<file path="config.mk">
export PLATFORM = sky130hd
export DESIGN_NAME = protobuf_deserializer
export DESIGN_NICKNAME = d
export VERILOG_FILES = /design/src/rtl/protobuf_pkg.sv /design/src/rtl/pb_sync_fifo.sv /design/src/rtl/protobuf_deserializer.sv
export SDC_FILE = /design/constraint.sdc
export NUM_CORES = 1
export LEC_CHECK = 0
export BUFFER_PORTS_ARGS = -buffer_cell sky130_fd_sc_hd__buf_4
export CAP_MARGIN = 20
export CORE_MARGIN = 2
export CORE_UTILIZATION = 40
export CTS_BUF_LIST = sky130_fd_sc_hd__clkbuf_4 sky130_fd_sc_hd__clkbuf_8
export DETAILED_ROUTE_END_ITERATION = 10
export GPL_ROUTABILITY_DRIVEN = 0
export SKIP_CTS_REPAIR_TIMING = 1
export SLEW_MARGIN = 20
export SYNTH_ARGS = -nofsm -noshare
export SYNTH_HDL_FRONTEND = slang
export SYNTH_HIERARCHICAL = 1
export SYNTH_SLANG_ARGS = --single-unit
</file>
<file path="constraint.sdc">
create_clock -name clock_clk -period 7.63 [get_ports clock_clk]
set_clock_uncertainty 0.1 [all_clocks]
set_input_delay 0.3815 -clock clock_clk [delete_from_list [all_inputs] [get_ports clock_clk]]
set_output_delay 0.3815 -clock clock_clk [all_outputs]
set_load 0.005 [all_outputs]
</file>
<file path="src/rtl/protobuf_pkg.sv">
// Shared constants, state types and varint helper for the protobuf deserializer.
package protobuf_pkg;

    localparam logic [7:0] PB_ADDR_DATA   = 8'h00;
    localparam logic [7:0] PB_ADDR_STATUS = 8'h04;

    localparam int unsigned PB_VARINT_MAX_BYTES = 5;

    // STATUS register bit positions
    localparam int unsigned PB_ST_OVF      = 0;
    localparam int unsigned PB_ST_TRUNC    = 1;
    localparam int unsigned PB_ST_PEND     = 2;
    localparam int unsigned PB_ST_OCNT_LSB = 8;
    localparam int unsigned PB_ST_ICNT_LSB = 12;

    typedef enum logic [1:0] {IDLE, ACCUM, DISCARD} dec_state_t;
    typedef enum logic [1:0] {WR_IDLE, WR_ACK, WR_RESP} wr_state_t;
    typedef enum logic {RD_IDLE, RD_BURST} rd_state_t;

    // Payload bits of varint byte n placed at their final position; the last
    // byte only carries 4 useful bits of a 32-bit value.
    function automatic logic [31:0] pb_varint_bits(input logic [7:0] b, input logic [2:0] n);
        logic [31:0] v;
        v = {25'd0, b[6:0]};
        if (32'(n) == PB_VARINT_MAX_BYTES - 1) v = {28'd0, b[3:0]};
        return v << (7 * 32'(n));
    endfunction

endpackage

</file>
<file path="src/rtl/pb_sync_fifo.sv">
// Synchronous FIFO with first-word fall-through read and up to LANES pushes per
// cycle. The caller guarantees room for push_n entries.
module pb_sync_fifo #(
    parameter int unsigned WIDTH = 8,
    parameter int unsigned DEPTH = 16,
    parameter int unsigned LANES = 1,
    localparam int unsigned AW = $clog2(DEPTH),
    localparam int unsigned CW = AW + 1,
    localparam int unsigned NW = $clog2(LANES + 1)
) (
    input  logic                         clock_clk,
    input  logic                         reset_reset_n,
    input  logic [NW-1:0]                push_n,
    input  logic [LANES-1:0][WIDTH-1:0]  push_data,
    input  logic                         pop,
    output logic [WIDTH-1:0]             pop_data,
    output logic [CW-1:0]                count,
    output logic                         full,
    output logic                         empty
);

    logic [WIDTH-1:0] mem [DEPTH];
    logic [AW-1:0]    wr_ptr;
    logic [AW-1:0]    rd_ptr;
    logic             pop_ok;

    assign empty    = (count == '0);
    assign full     = (count == CW'(DEPTH));
    assign pop_ok   = pop && !empty;
    assign pop_data = mem[rd_ptr];

    // Pointers and occupancy; simultaneous push and pop net out in the count.
    always_ff @(posedge clock_clk) begin
        if (!reset_reset_n) begin
            wr_ptr <= '0;
            rd_ptr <= '0;
            count  <= '0;
        end else begin
            wr_ptr <= wr_ptr + AW'(push_n);
            rd_ptr <= rd_ptr + AW'(pop_ok);
            count  <= count + CW'(push_n) - CW'(pop_ok);
        end
    end

    // Storage, written in lane order starting at the write pointer.
    always_ff @(posedge clock_clk) begin
        for (int i = 0; i < LANES; i++) begin
            if (NW'(i) < push_n) mem[wr_ptr + AW'(i)] <= push_data[i];
        end
    end

endmodule

</file>
<file path="src/rtl/protobuf_deserializer.sv">
// AXI4 slave: raw varint bytes in on the write channels, decoded 32-bit words
// out on FIXED-burst reads, plus a STATUS register with sticky error bits.
module protobuf_deserializer
    import protobuf_pkg::*;
#(
    parameter int unsigned IN_DEPTH  = 16,
    parameter int unsigned OUT_DEPTH = 8
) (
    input  logic        clock_clk,
    input  logic        reset_reset_n,
    input  logic [3:0]  axs_s0_awid,
    input  logic [15:0] axs_s0_awaddr,
    input  logic [7:0]  axs_s0_awlen,
    input  logic [2:0]  axs_s0_awsize,
    input  logic [1:0]  axs_s0_awburst,
    input  logic        axs_s0_awvalid,
    output logic        axs_s0_awready,
    input  logic [31:0] axs_s0_wdata,
    input  logic [3:0]  axs_s0_wstrb,
    input  logic        axs_s0_wvalid,
    output logic        axs_s0_wready,
    output logic [3:0]  axs_s0_bid,
    output logic        axs_s0_bvalid,
    input  logic        axs_s0_bready,
    input  logic [3:0]  axs_s0_arid,
    input  logic [15:0] axs_s0_araddr,
    input  logic [7:0]  axs_s0_arlen,
    input  logic [2:0]  axs_s0_arsize,
    input  logic [1:0]  axs_s0_arburst,
    input  logic        axs_s0_arvalid,
    output logic        axs_s0_arready,
    output logic [3:0]  axs_s0_rid,
    output logic [31:0] axs_s0_rdata,
    output logic        axs_s0_rlast,
    output logic        axs_s0_rvalid,
    input  logic        axs_s0_rready
);

    localparam int unsigned IN_CW  = $clog2(IN_DEPTH) + 1;
    localparam int unsigned OUT_CW = $clog2(OUT_DEPTH) + 1;

    wr_state_t        wr_state;
    rd_state_t        rd_state;
    dec_state_t       dec_state, dec_state_d;

    logic [3:0][8:0]  in_push_data;
    logic [2:0]       in_push_n;
    logic [8:0]       in_pop_data;
    logic [IN_CW-1:0] in_count;
    logic             in_empty, in_full_unused;
    logic [31:0]      out_pop_data;
    logic [OUT_CW-1:0] out_count;
    logic             out_empty, out_full;

    logic             wr_ack, eom_now;
    logic             dec_pop, dec_push, set_ovf, set_trunc;
    logic [31:0]      acc_q, acc_d, acc_sum;
    logic [2:0]       n_q, n_d;
    logic             ovf_q, trunc_q;
    logic [31:0]      status;
    logic             status_clr;

    logic [7:0]       rd_addr;
    logic [8:0]       beats_left;
    logic             rd_is_data, rd_next, rd_issue, rd_pop;
    logic [31:0]      beat_data;
    logic             unused_inputs;

    assign unused_inputs = ^{axs_s0_awaddr[15:1], axs_s0_awlen, axs_s0_awsize, axs_s0_awburst,
                             axs_s0_araddr[15:8], axs_s0_arsize, axs_s0_arburst, in_full_unused};

    assign wr_ack  = (wr_state == WR_ACK);
    // A strobe-less EOM write has no byte to carry the flag, so it acts at once.
    assign eom_now = wr_ack && (axs_s0_wstrb == 4'b0000) && axs_s0_awaddr[0];

    // Write FSM: registered ready pulse, then hold the response until bready.
    always_ff @(posedge clock_clk) begin
        if (!reset_reset_n) begin
            wr_state       <= WR_IDLE;
            axs_s0_awready <= 1'b0;
            axs_s0_wready  <= 1'b0;
            axs_s0_bvalid  <= 1'b0;
            axs_s0_bid     <= '0;
        end else begin
            unique case (wr_state)
                WR_IDLE: begin
                    if (axs_s0_awvalid && axs_s0_wvalid && !axs_s0_bvalid &&
                        in_count <= IN_CW'(IN_DEPTH - 4)) begin
                        axs_s0_awready <= 1'b1;
                        axs_s0_wready  <= 1'b1;
                        wr_state       <= WR_ACK;
                    end
                end
                WR_ACK: begin
                    axs_s0_awready <= 1'b0;
                    axs_s0_wready  <= 1'b0;
                    axs_s0_bvalid  <= 1'b1;
                    axs_s0_bid     <= axs_s0_awid;
                    wr_state       <= WR_RESP;
                end
                WR_RESP: begin
                    if (axs_s0_bready) begin
                        axs_s0_bvalid <= 1'b0;
                        wr_state      <= WR_IDLE;
                    end
                end
                default: wr_state <= WR_IDLE;
            endcase
        end
    end

    // Compact strobed lanes in ascending order; EOM rides on the last one.
    always_comb begin
        logic [2:0] cnt;
        logic [2:0] last;
        in_push_data = '0;
        cnt          = '0;
        for (int i = 0; i < 4; i++) begin
            if (axs_s0_wstrb[i]) begin
                in_push_data[cnt[1:0]] = {1'b0, axs_s0_wdata[8*i +: 8]};
                cnt = cnt + 3'd1;
            end
        end
        last = cnt - 3'd1;
        if (cnt != 3'd0) in_push_data[last[1:0]][8] = axs_s0_awaddr[0];
        in_push_n = wr_ack ? cnt : 3'd0;
    end

    pb_sync_fifo #(
        .WIDTH (9),
        .DEPTH (IN_DEPTH),
        .LANES (4)
    ) u_in_fifo (
        .clock_clk     (clock_clk),
        .reset_reset_n (reset_reset_n),
        .push_n        (in_push_n),
        .push_data     (in_push_data),
        .pop           (dec_pop),
        .pop_data      (in_pop_data),
        .count         (in_count),
        .full          (in_full_unused),
        .empty         (in_empty)
    );

    // Decoder next state: one byte per cycle, word pushed on the terminator.
    always_comb begin
        dec_state_d = dec_state;
        acc_d       = acc_q;
        n_d         = n_q;
        set_ovf     = 1'b0;
        set_trunc   = 1'b0;
        dec_push    = 1'b0;
        dec_pop     = !in_empty && !out_full;
        acc_sum     = acc_q | pb_varint_bits(in_pop_data[7:0], n_q);
        if (dec_pop) begin
            if (dec_state == DISCARD) begin
                if (!in_pop_data[7]) begin
                    dec_state_d = IDLE;
                end else if (in_pop_data[8]) begin
                    set_trunc   = 1'b1;
                    dec_state_d = IDLE;
                end
            end else if (!in_pop_data[7]) begin
                dec_push    = 1'b1;
                acc_d       = '0;
                n_d         = '0;
                dec_state_d = IDLE;
            end else if (32'(n_q) == PB_VARINT_MAX_BYTES - 1) begin
                set_ovf     = 1'b1;
                set_trunc   = in_pop_data[8];
                acc_d       = '0;
                n_d         = '0;
                dec_state_d = in_pop_data[8] ? IDLE : DISCARD;
            end else if (in_pop_data[8]) begin
                set_trunc   = 1'b1;
                acc_d       = '0;
                n_d         = '0;
                dec_state_d = IDLE;
            end else begin
                acc_d       = acc_sum;
                n_d         = n_q + 3'd1;
                dec_state_d = ACCUM;
            end
        end
        if (eom_now && dec_state_d == ACCUM) begin
            set_trunc   = 1'b1;
            acc_d       = '0;
            n_d         = '0;
            dec_state_d = IDLE;
        end
    end

    // Decoder state and sticky errors; a new error wins over a STATUS clear.
    always_ff @(posedge clock_clk) begin
        if (!reset_reset_n) begin
            dec_state <= IDLE;
            acc_q     <= '0;
            n_q       <= '0;
            ovf_q     <= 1'b0;
            trunc_q   <= 1'b0;
        end else begin
            dec_state <= dec_state_d;
            acc_q     <= acc_d;
            n_q       <= n_d;
            ovf_q     <= (ovf_q && !status_clr) || set_ovf;
            trunc_q   <= (trunc_q && !status_clr) || set_trunc;
        end
    end

    pb_sync_fifo #(
        .WIDTH (32),
        .DEPTH (OUT_DEPTH),
        .LANES (1)
    ) u_out_fifo (
        .clock_clk     (clock_clk),
        .reset_reset_n (reset_reset_n),
        .push_n        (dec_push),
        .push_data     (acc_sum),
        .pop           (rd_pop),
        .pop_data      (out_pop_data),
        .count         (out_count),
        .full          (out_full),
        .empty         (out_empty)
    );

    // STATUS register image.
    always_comb begin
        status                        = '0;
        status[PB_ST_OVF]             = ovf_q;
        status[PB_ST_TRUNC]           = trunc_q;
        status[PB_ST_PEND]            = (dec_state != IDLE);
        status[PB_ST_OCNT_LSB +: 4]   = 4'(out_count);
        status[PB_ST_ICNT_LSB +: 4]   = 4'(in_count);
    end

    assign rd_is_data = (rd_addr == PB_ADDR_DATA);
    assign rd_next    = (rd_state == RD_BURST) && (beats_left != '0) &&
                        (!axs_s0_rvalid || axs_s0_rready);
    assign rd_issue   = rd_next && (!rd_is_data || !out_empty);
    assign rd_pop     = rd_issue && rd_is_data;
    assign status_clr = (rd_state == RD_BURST) && axs_s0_rvalid && axs_s0_rready &&
                        (rd_addr == PB_ADDR_STATUS);
    assign beat_data  = rd_is_data ? out_pop_data :
                        (rd_addr == PB_ADDR_STATUS) ? status : 32'd0;

    // Read FSM: capture AR, then present beats with registered R outputs.
    always_ff @(posedge clock_clk) begin
        if (!reset_reset_n) begin
            rd_state       <= RD_IDLE;
            axs_s0_arready <= 1'b0;
            axs_s0_rvalid  <= 1'b0;
            axs_s0_rlast   <= 1'b0;
            axs_s0_rdata   <= '0;
            axs_s0_rid     <= '0;
            rd_addr        <= '0;
            beats_left     <= '0;
        end else begin
            unique case (rd_state)
                RD_IDLE: begin
                    if (axs_s0_arready && axs_s0_arvalid) begin
                        axs_s0_arready <= 1'b0;
                        axs_s0_rid     <= axs_s0_arid;
                        rd_addr        <= axs_s0_araddr[7:0];
                        beats_left     <= (axs_s0_araddr[7:0] == PB_ADDR_STATUS) ? 9'd1 :
                                          9'(axs_s0_arlen) + 9'd1;
                        rd_state       <= RD_BURST;
                    end else begin
                        axs_s0_arready <= 1'b1;
                    end
                end
                RD_BURST: begin
                    if (rd_issue) begin
                        axs_s0_rvalid <= 1'b1;
                        axs_s0_rdata  <= beat_data;
                        axs_s0_rlast  <= (beats_left == 9'd1);
                        beats_left    <= beats_left - 9'd1;
                    end else if (axs_s0_rvalid && axs_s0_rready) begin
                        axs_s0_rvalid <= 1'b0;
                        axs_s0_rlast  <= 1'b0;
                        if (axs_s0_rlast) begin
                            rd_state       <= RD_IDLE;
                            axs_s0_arready <= 1'b1;
                        end
                    end
                end
                default: rd_state <= RD_IDLE;
            endcase
        end
    end

endmodule

</file>
==> results.cfg <==
[outcome]
status = completed

[layout]
fin_util_pct = 45.6
nNetsFinal = 2698
area_growth_pct = 12.9
drive_gt1_share_pct = 19.9
final_area_um2 = 31900

[flow_run]
cap_violations = 0

[worst_setup_path]
startpoint_type = input pin
cp_data_required_time_ns = 7.87
startpoint = axs_s0_wstrb[0]
critPathTopFamily = simple AND/OR/NAND/NOR gates
crit_path_max_incr_delay_ns = 0.86
cp_data_arrival_time_ns = 5.52
cp-end-kind = flop
crit_fanout = 17
crit_top_cell = nor2_1
r2r_start = u_in_fifo/rd_ptr[0]
path_class = input pin to flop
crit_chain = buf_4, inv_1, ha_1, nand2_1, o21ai_0, inv_1, ha_1, nand2_1, and3_1, nor2_1, nor2_1, nor2_1, buf_4, nor3_2, nand2b_1, a221o_1
worst_path_max_delay_cell = nor3_2
path_buf_inv = 4

[clock_network]
cts_root_buf = clkbuf_8
cts_buffers = 88
path_clk_slew_ns = 0.06
htree_levels = 3
clock_latency_ns = 0.72
cts_tree = built
cts_sinks = 527
cts.path.max_buffers = 3

[timing]
tightest_slew_ns = 1.24
period_share_pct = 69.2
timing.fmax_ghz = 0.189
period_needed_ns = 5.28
setup_viol = 0
slew_headroom_pct = 17.6
holdWs_ns = 0.0554
slew_viol_final = 0
rsz0062_at_grt = no
setup_tns_ns = 0
finalHoldViolCount = 0

[min_path]
hold_path_class = input pin to flop
min_from = axs_s0_arlen[5]

[global_routing]
overflow = 0
grt_usage_pct = 22.9
grt_max_degree = 66
antenna_found_initial = 3
grt_pass1_wl_um = 128000
grt_pass1_vias = 21000

[power_and_ir_drop]
leakage_nw = 11.4
powerDensity_nw_per_um2 = 276
max-vdd-ir-drop_uv = 130
p_total_mw = 8.78

[routing]
drcViolationCount = 0
drt-pass1-iter-count = 6
drt_iter0_drc = 2617
routedWlPerCell_um = 24.2
vias = 21500
drtAntennaViolNets = 0
vias_per_cell = 6.05
drt-total-wl_um = 86000

[floorplanning]
initial_core_util_pct = 40.4
chipWidth_um = 270
die_h_um = 270
die_area_um2 = 72700
coreArea_um2 = 69900
num_io_pins = 155
num_rows = 97

[logic_synthesis]
avgSynthCellArea_um2 = 11.4
synth_cells = 2476
synth_nets = 2633
yosys_warnings = 6
netlist_area_um2 = 28200

[place]
dp_hpwl_um = 54400
place_area_um2 = 29700
portBuffers = 113
-- power by group --
group          switching [mW]  total [mW]  internal [mW]
logic                    1.48        2.42          0.937
registers               0.142        3.66           3.52
clock network            1.21        2.70           1.49
total                    2.83        8.78           5.95
-- placed cells by master (no fill, tap or decap), types with 14 or more instances in the layout --
cell type and count:
a22o_1 18, a22oi_1 16, mux2i_1 26, nor3_1 21, dlygate4sd3_1 22, nand3_1 73, o21ai_1 28, a21o_1 65
nor2_1 137, mux4_2 90, nand2_1 320, mux4_1 20, clkbuf_4 31, a211oi_1 59, o22ai_1 84, inv_1 54
buf_4 152, and3_1 41, edfxtp_1 400, clkbuf_8 94, o31ai_1 70, nor2b_1 31, a31oi_1 19, clkinv_1 19
a21oi_1 139, mux2_2 35, dfxtp_1 123, o21ai_0 94, nand2b_1 14, and2_1 35, ha_1 42
-- path summary, 6_finish.rpt --
kind | to | slack (ns) | depth (start not counted)
max | u_in_fifo/mem[10][5] | 2.35 | 16
min | beats_left[5] | 0.06 | 4
max reg2reg | u_out_fifo/mem[2][2] | 2.73 | 7
min reg2reg | axs_s0_rdata[23] | 0.35 | 2
-- worst reg2reg max path: cells and delay by family, from the launching register on --
family / cells / cell delay [ns]
buffers and inverters: 2 / 1.01
DFF: 1 / 1.00
muxes: 2 / 1.13
and+or+nand+nor: 3 / 1.27
-- state kept, by name, summed over array words and instances (netlist names), 5 cells and up --
signal	flops
axs_s0_rdata	32
rd_addr	8
u_in_fifo/count	5
u_in_fifo/mem	144
u_out_fifo/mem	256
beats_left	9
acc_q	32
-- layer usage --
| metal | vias up | part of all wire [%] | global-route usage, % |
|---|---|---|---|
| met5 | - | 0.015 | 0 |
| met4 | 2 | 4.4 | 10.2 |
| met3 | 256 | 9.4 | 5.76 |
| met2 | 1184 | 47 | 37.5 |
| met1 | 10500 | 39 | 28.5 |
| li1 | 9600 | - | - |
-- layout make-up --
type	instances	area, µm²
flip-flops and latches	527	14600
well taps	940	1180
clock buffers	125	1530
clock inverters	40	390
multi-input cells	1693	12600
repair buffers	175	1370
inverters	56	210
diodes	2	5.00
fillers	6335	38100
-- through the flow --
stage	instances	setup WS [ns]
2_1_floorplan	2476	2.60
3_3_place_gp	3368	1.95
3_5_place_dp	3368	1.80
4_1_cts	3533	2.53
5_1_grt	3556	2.24
6_report	3558	2.35
Note: power is estimated with default switching activity, not from simulation.
